## src/rtl/usb4_tc_noc_fifo_ctrl_8_35.sv

```systemverilog
`default_nettype none
// ============================================================================
// Module   : usb4_tc_noc_fifo_ctrl_8_35
// Purpose  : Control and handshake front-end for the ingress 8 x 35 two-port
//            RAM buffer. Keeps wrap-bit write/read pointers and occupancy,
//            offers a valid/ready push port and a first-word-fall-through
//            valid/ready pop port, and drives the RAM write/read ports.
//            The RAM writes synchronously and reads asynchronously.
// Ports    : clk, rst_n (async, active-low), flush (sync clear)
//            wr_valid / wr_ready / wr_data     - producer push interface
//            rd_valid / rd_ready / rd_data     - consumer pop interface (FWFT)
//            count, almost_full                - occupancy status
//            ram_wen / ram_waddr / ram_wdata   - RAM write port
//            ram_ren / ram_raddr / ram_rdata   - RAM read port
// Revision : 1.0 - initial release
// ============================================================================
module usb4_tc_noc_fifo_ctrl_8_35 #(
  parameter int DEPTH     = 8,
  parameter int WIDTH     = 35,
  parameter int AW        = 3,
  parameter int AFULL_THR = 6
) (
  input  logic             clk,
  input  logic             rst_n,
  input  logic             flush,
  input  logic             wr_valid,
  output logic             wr_ready,
  input  logic [WIDTH-1:0] wr_data,
  output logic             rd_valid,
  input  logic             rd_ready,
  output logic [WIDTH-1:0] rd_data,
  output logic [AW:0]      count,
  output logic             almost_full,
  output logic             ram_wen,
  output logic [AW-1:0]    ram_waddr,
  output logic [WIDTH-1:0] ram_wdata,
  output logic             ram_ren,
  output logic [AW-1:0]    ram_raddr,
  input  logic [WIDTH-1:0] ram_rdata
);

  localparam logic [AW:0] c_one       = (AW+1)'(1);
  localparam logic [AW:0] c_afull_thr = (AW+1)'(AFULL_THR);

  logic [AW:0] r_wptr;
  logic [AW:0] r_rptr;
  logic [AW:0] r_count;

  logic w_empty;
  logic w_full;
  logic w_push;
  logic w_pop;

  // Full: same address, opposite lap (wrap bit differs).
  assign w_empty = (r_wptr == r_rptr);
  assign w_full  = (r_wptr[AW-1:0] == r_rptr[AW-1:0]) && (r_wptr[AW] != r_rptr[AW]);

  // Ready/valid come only from registered state, so no combinational path
  // from wr_valid/rd_ready. No pop-through when full.
  assign wr_ready = !w_full;
  assign rd_valid = !w_empty;

  assign w_push = wr_valid & wr_ready & !flush;
  assign w_pop  = rd_valid & rd_ready & !flush;

  assign rd_data     = ram_rdata;
  assign ram_raddr   = r_rptr[AW-1:0];
  assign ram_ren     = rd_valid;
  assign ram_wen     = w_push;
  assign ram_waddr   = r_wptr[AW-1:0];
  assign ram_wdata   = wr_data;

  assign count       = r_count;
  assign almost_full = (r_count >= c_afull_thr);

  always_ff @(posedge clk or negedge rst_n) begin
    if (!rst_n) begin
      r_wptr  <= '0;
      r_rptr  <= '0;
      r_count <= '0;
    end else if (flush) begin
      // Flush wins over any handshake in the same cycle; RAM is left as is.
      r_wptr  <= '0;
      r_rptr  <= '0;
      r_count <= '0;
    end else begin
      if (w_push) begin
        r_wptr <= r_wptr + c_one;
      end
      if (w_pop) begin
        r_rptr <= r_rptr + c_one;
      end
      case ({w_push, w_pop})
        2'b10:   r_count <= r_count + c_one;
        2'b01:   r_count <= r_count - c_one;
        default: r_count <= r_count;
      endcase
    end
  end

endmodule
`default_nettype wire

```

## config.mk

```make
export PLATFORM = sky130hd
export DESIGN_NAME = usb4_tc_noc_fifo_ctrl_8_35
export DESIGN_NICKNAME = d
export VERILOG_FILES = /design/src/rtl/usb4_tc_noc_fifo_ctrl_8_35.sv
export SDC_FILE = /design/constraint.sdc
export NUM_CORES = 1
export LEC_CHECK = 0
export CAP_MARGIN = 20
export CORE_MARGIN = 4
export CORE_UTILIZATION = 25
export DETAILED_ROUTE_END_ITERATION = 8
export PLACE_DENSITY = 0.89
export SYNTH_ARGS = -nofsm -noshare
export SYNTH_HDL_FRONTEND = slang
export SYNTH_SLANG_ARGS = --single-unit
export TNS_END_PERCENT = 5
```

## constraint.sdc

```tcl
create_clock -name clk -period 2.5 [get_ports clk]
set_clock_uncertainty 0.05 [all_clocks]
set_input_delay 0.75 -clock clk [delete_from_list [all_inputs] [get_ports clk]]
set_output_delay 0.75 -clock clk [all_outputs]
set_load 0.02 [all_outputs]
```

# Word level (Yosys, flattened, before mapping)
# Cells that the tools add are included.
[totals] input_bits=75 latchBits=0 regBits=12 wordCells=30 memories=0 ram_bits=0 output_inout_bits=85 rom_bits=0
[classes] n_bitwise=4 mul=0 n_shift=0 n_mux=6 add_sub_neg=4 n_lt_le_gt_ge=1 div=0 reduce_logical=7 n_eq_ne=5
[op_table] operator="$mux W4" count=5
[op_table] operator="$add A4 B1 Y4 const B" count=3
[op_table] operator="$pmux W4 S2" count=1
[op_table] operator="$and A1 B1 Y1" count=4
[op_table] operator="$eq A4 B4 Y1" count=1
[op_table] operator="$ge A4 B3 Y1 const B" count=1
[op_table] operator="$reduce_bool A2 Y1" count=2
[op_table] operator="$sub A4 B1 Y4 const B" count=1
[op_table] operator="$eq A3 B3 Y1" count=1
[op_table] operator="$logic_not A1 Y1" count=3
[op_table] operator="$reduce_bool A3 Y1" count=1
[op_table] operator="$eq A2 B1 Y1 const B" count=1
[op_table] operator="$eq A2 B2 Y1 const B" count=1
[op_table] operator="$logic_and A1 B1 Y1" count=1
[op_table] operator="$ne A1 B1 Y1" count=1

# Depth between registers and ports, before layout
# Gate-level depths: netlist of run 1.
[logic_depth] depth_word=8 mapped_depth=9 ltp_nobuf=9

# Least setup slack after synthesis of run 1
# No wires, ideal clock.
[synth_path] path_type="reg2reg" from="register r_rptr[1]" to="register r_count[3] (netlist: count[3])" stages_incl_launch_ff=10 path_buffers=0 setup_ns=0.131 synth_period_minus_slack_ns=2.392 path_slack_ns=0.108 arrival_time_ns=2.211 cell_sequence="dfrtp_1 > xor2_1 > o41ai_2 > nor3b_2 > ha_1 > a21o_1 > a21oi_1 > nor2b_1 > mux2i_1 > nand4_1"
[synth_via] elab_chain_cells=8 elab_cells_between_ends=14
[synth_rtl] element="from (decl)" line="46" source="logic [AW:0] r_rptr;"
[synth_rtl] element="from (signal assigned)" line="91" source="r_rptr <= r_rptr + c_one;"
[synth_rtl] element="$eq A3 B3 Y1" line="56" source="assign w_full = (r_wptr[AW-1:0] == r_rptr[AW-1:0]) && (r_wptr[AW] != r_rptr[AW]);"
[synth_rtl] element="$logic_and A1 B1 Y1" line="56"
[synth_rtl] element="$logic_not A1 Y1" line="60" source="assign wr_ready = !w_full;"
[synth_rtl] element="$and A1 B1 Y1 (2 in series)" line="63" source="assign w_push = wr_valid & wr_ready & !flush;"
[synth_rtl] element="$eq A2 B1 Y1 or $eq A2 B2 Y1 (tied branches)" line="93" source="case ({w_push, w_pop})"
[synth_rtl] element="$pmux W4 S2" line="93"
[synth_rtl] element="$mux W4" line="81" source="end else if (flush) begin"
[synth_rtl] element="to (signal assigned)" line="94" source="2'b10: r_count <= r_count + c_one;"
[synth_rtl] element="to (signal assigned)" line="95" source="2'b01: r_count <= r_count - c_one;"
[synth_rtl] element="to (signal assigned)" line="96" source="default: r_count <= r_count;"
[synth_rtl] element="to (decl)" line="47" source="logic [AW:0] r_count;"
# Several ways; a longest one is shown, not always the timed one.
# A chain may end at the register's enable or synchronous reset.

# Worst setup path after layout of run 1
[layout_path] from="register r_rptr[2]" to="output ram_wen"
[layout_via] elab_chain_cells=5
[layout_rtl] element="$eq A3 B3 Y1" line="56"
[layout_rtl] element="$logic_and A1 B1 Y1" line="56"
[layout_rtl] element="$logic_not A1 Y1" line="60"
[layout_rtl] element="$and A1 B1 Y1 (2 in series)" line="63"
[layout_rtl] element="to (decl)" line="34" source="output logic ram_wen,"
# No other way between the ends.

==> metrics.yaml, run 1 <==
synth:
  muxShareOfSynthArea_pct: 2.240
  synth-seq-cells: 12
  syn_area_mm2: 0.001396
  async_flop_share_pct: 100.0
  synth_flop_cell: "dfrtp_1"
  synth_simple_gate_area_share_pct: 11.65
  syn_inst: 161
  postSynthAreaPerCell_um2: 8.673
  synth_enable_flop_cells: 0
  yosysWarnings: 0
  synth-compound-area-share_pct: 11.38
  seq_area_frac_synth_pct: 21.51
  synth_top_family_by_area: "buffers and inverters"
  ys_types: 32
  synth_fa_ha_area_share_pct: 5.018
  synth_xor_area_share_pct: 6.272
  syn_nets: 241
finish:
  area_delta_synth_final_pct: -2.957
  layout.nets: 206
  seq_area_um2: 302.8
  final_area_mm2: 0.001355
  antenna_cells: 0
  drive_above_1_share_pct: 28.23
  nFillCells: 555
  postLayoutCoreUtil_pct: 25.71
  multi_input_area_um2: 584.3
  stdcell_count: 194
job:
  max_cap_viol_count: 0
worst_setup_path:
  setup.worst_path.start_class: "flip-flop"
  critPathKind: "flip-flop to output port"
  critPathSlowestCell: "dfrtp_2"
  path_buf_inv: 1
  endpoint_kind: "output port"
  crit_fanout: 4
  crit_chain: "xor2_4 > o41ai_2 > nor2_1 > clkdlybuf4s15_2"
  required_ps: 1700
  arrival_ps: 1660
  crit_family: "flip-flops"
  slowest_delay_ps: 440
clock_network:
  clk_pin_slew_worst_paths_ps: 50
  htreeDepth: 1
  cts-root-buf: "clkbuf_8"
  clkLatencyLatePin_ps: 240
  clockBufferDepth: 2
  cts_buffers: 3
  clkSinkCount: 12
  cts_tree: "built"
timing:
  whs_ps: 566.0
  rsz0062_at_grt: "yes"
  tightest_slew_ps: 566.3
  finalSetupViolCount: 0
  period_needed_ps: 2462
  fin_crit_sh_pct: 98.48
  maxSlewViolCount: 0
  relSlewSlack_pct: 62.13
  max_clock_freq_mhz: 406.2
  fin_setup_tns_ps: 0
  finalHoldViolations: 0
placement:
  portBuffers: 19
  gp_congestion: 0.8672
  dp_hpwl_um: 1994
  place_inst: 190
  place_area_mm2: 0.001227
routing:
  ant_nets: 0
  wire_per_inst_um: 12.97
  dr.pass1.iters: 4
  route.detailed.drc: 0
  drt_wl_total_um: 2516
  drt_iter0_markers: 53
  via_count: 837
  vias_per_cell: 4.314
power_and_ir_drop:
  powerDensity_mw_per_mm2: 684.4
  leakagePower_nw: 0.5877
  peakVddDrop_v: 0.0001673
floorplan:
  row_count: 26
  die-area_mm2: 0.006845
  die_h_um: 82.74
  design.core.area_mm2: 0.005270
  ios: 160
  die_x_um: 82.74
  initial_core_util_pct: 26.50
global_route:
  grt_pass1_wl_um: 3953
  grt_use_total_pct: 7.661
  grt_pass1_vias: 839
  grt_max_degree: 15
  grt_antenna_before_repair: 0
  grt_overflow_total: 0
min_path:
  min_path_type: "flip-flop to flip-flop"
status:
  outcome: "completed"
==> repair_timing <==
item / CTS / global route
endpoints found under the setup margin: 6 / 3
gates resized for setup: 10 / 11
pin swaps: 3 / 6
hold buffers: 0 / 0
buffers inserted: 0 / 1
hold endpoints to repair: 0 / 0
==> Yosys cell counts, types with 2 or more instances <==
| cell | instances | area share [%] |
|---|---|---|
| a21o_1 | 2 | 1.1 |
| a21oi_1 | 7 | 2.5 |
| buf_4 | 77 | 41 |
| dfrtp_1 | 12 | 22 |
| ha_1 | 4 | 3.6 |
| mux2i_1 | 2 | 1.4 |
| nand2_1 | 5 | 1.3 |
| nand3_1 | 6 | 2.2 |
| nor2_1 | 8 | 2.2 |
| nor2b_1 | 2 | 0.90 |
| o21ai_0 | 4 | 1.4 |
| o41ai_2 | 2 | 2.3 |
| or3_1 | 3 | 1.3 |
| xnor2_1 | 4 | 2.5 |
| xor2_1 | 6 | 3.8 |
==> final cells by class <==
type / instances / share of cell area [%]
clock buffers: 3 / 3.047
repair buffers: 38 / 24.75
flip-flops and latches: 12 / 22.35
inverters: 1 / 0.2770
well taps: 70 / 6.464
multi-input cells: 70 / 43.12
==> logic make-up after synthesis <==
kind of cell	Yosys count
buf+inv	79
simple gates	30
compound gates	22
flops	12
xor+xnor	10
fa+ha+maj	5
mux	3
==> final timing paths <==
path / start / endpoint / slack, ps / depth (start not counted)
min in group asynchronous: rst_n / count[1] / 820 / 1
max reg2reg: r_rptr[0] / count[3] / 50 / 10
max: r_rptr[2] / ram_wen / 40 / 4
min: r_wptr[3] / r_wptr[3] / 570 / 2
min reg2reg: r_wptr[3] / r_wptr[3] / 570 / 2
max in group asynchronous: rst_n / r_rptr[1] / 1180 / 1
==> registers in the layout, indices dropped and copies added (netlist names) <==
| register | flops |
|---|---|
| count | 4 |
| r_rptr | 4 |
| r_wptr | 4 |
==> cell usage in the layout, fill, tap and decap left out, types with 2 or more instances in the layout <==
cell type and n:
xor2_4 2, o21ai_0 4, dfrtp_2 2, xor2_1 4, nor2b_1 2, dfrtp_1 10, or3_1 3, clkdlybuf4s50_1 13
mux2i_1 2, ha_1 4, nor2_1 8, nand3_1 6, a21o_1 2, a21oi_1 6, dlygate4sd2_1 4, nand2_1 5
clkbuf_8 3, buf_4 18, xnor2_1 4
==> through the flow <==
stage	power [mW]	setup WS, ps
finish	0.9274	37.92
detailed placement	0.7210	-433.9
global route	0.9914	-67.71
floorplan	0.6873	108.2
global placement	0.7077	-435.6
CTS	0.8953	12.02
==> worst min-delay path: cells and delay by family, from the launching register on <==
family / cells / cell delay, ps
DFF: 1 / 410
AOI/OAI and AO/OA: 2 / 160
==> layer usage <==
metal	track usage, %	routed length (µm)	share of wire, %
met3	3.796	315	13
met5	0	0	0
met2	12.18	1228	49
met1	8.011	928	37
met4	4.902	44	1.7
==> where the power goes <==
| group | total (mW) | internal [mW] | switching [mW] |
|---|---|---|---|
| combinational | 0.486 | 0.245 | 0.241 |
| clock | 0.182 | 0.107 | 0.0751 |
| sequential | 0.260 | 0.223 | 0.0374 |
| total | 0.927 | 0.574 | 0.353 |
Power figures use the tool's default switching activity.
==> run 2: changes to the inputs <==
--- a/config.mk
+++ b/config.mk
@@ -5,7 +5,6 @@
 export SDC_FILE = /design/constraint.sdc
 export NUM_CORES = 1
 export LEC_CHECK = 0
-export CAP_MARGIN = 20
 export CORE_MARGIN = 4
 export CORE_UTILIZATION = 25
 export DETAILED_ROUTE_END_ITERATION = 8
==> results of run 2 <==
Same layout as run 1: the final DEF is identical, and so are final timing and power.
==> run 3: changes to the inputs <==
--- a/config.mk
+++ b/config.mk
@@ -5,6 +5,7 @@
 export SDC_FILE = /design/constraint.sdc
 export NUM_CORES = 1
 export LEC_CHECK = 0
+export CAP_MARGIN = 20
 export CORE_MARGIN = 4
 export CORE_UTILIZATION = 25
 export DETAILED_ROUTE_END_ITERATION = 8
==> results of run 3 <==
Same layout as run 1: the final DEF is identical, and so are final timing and power.
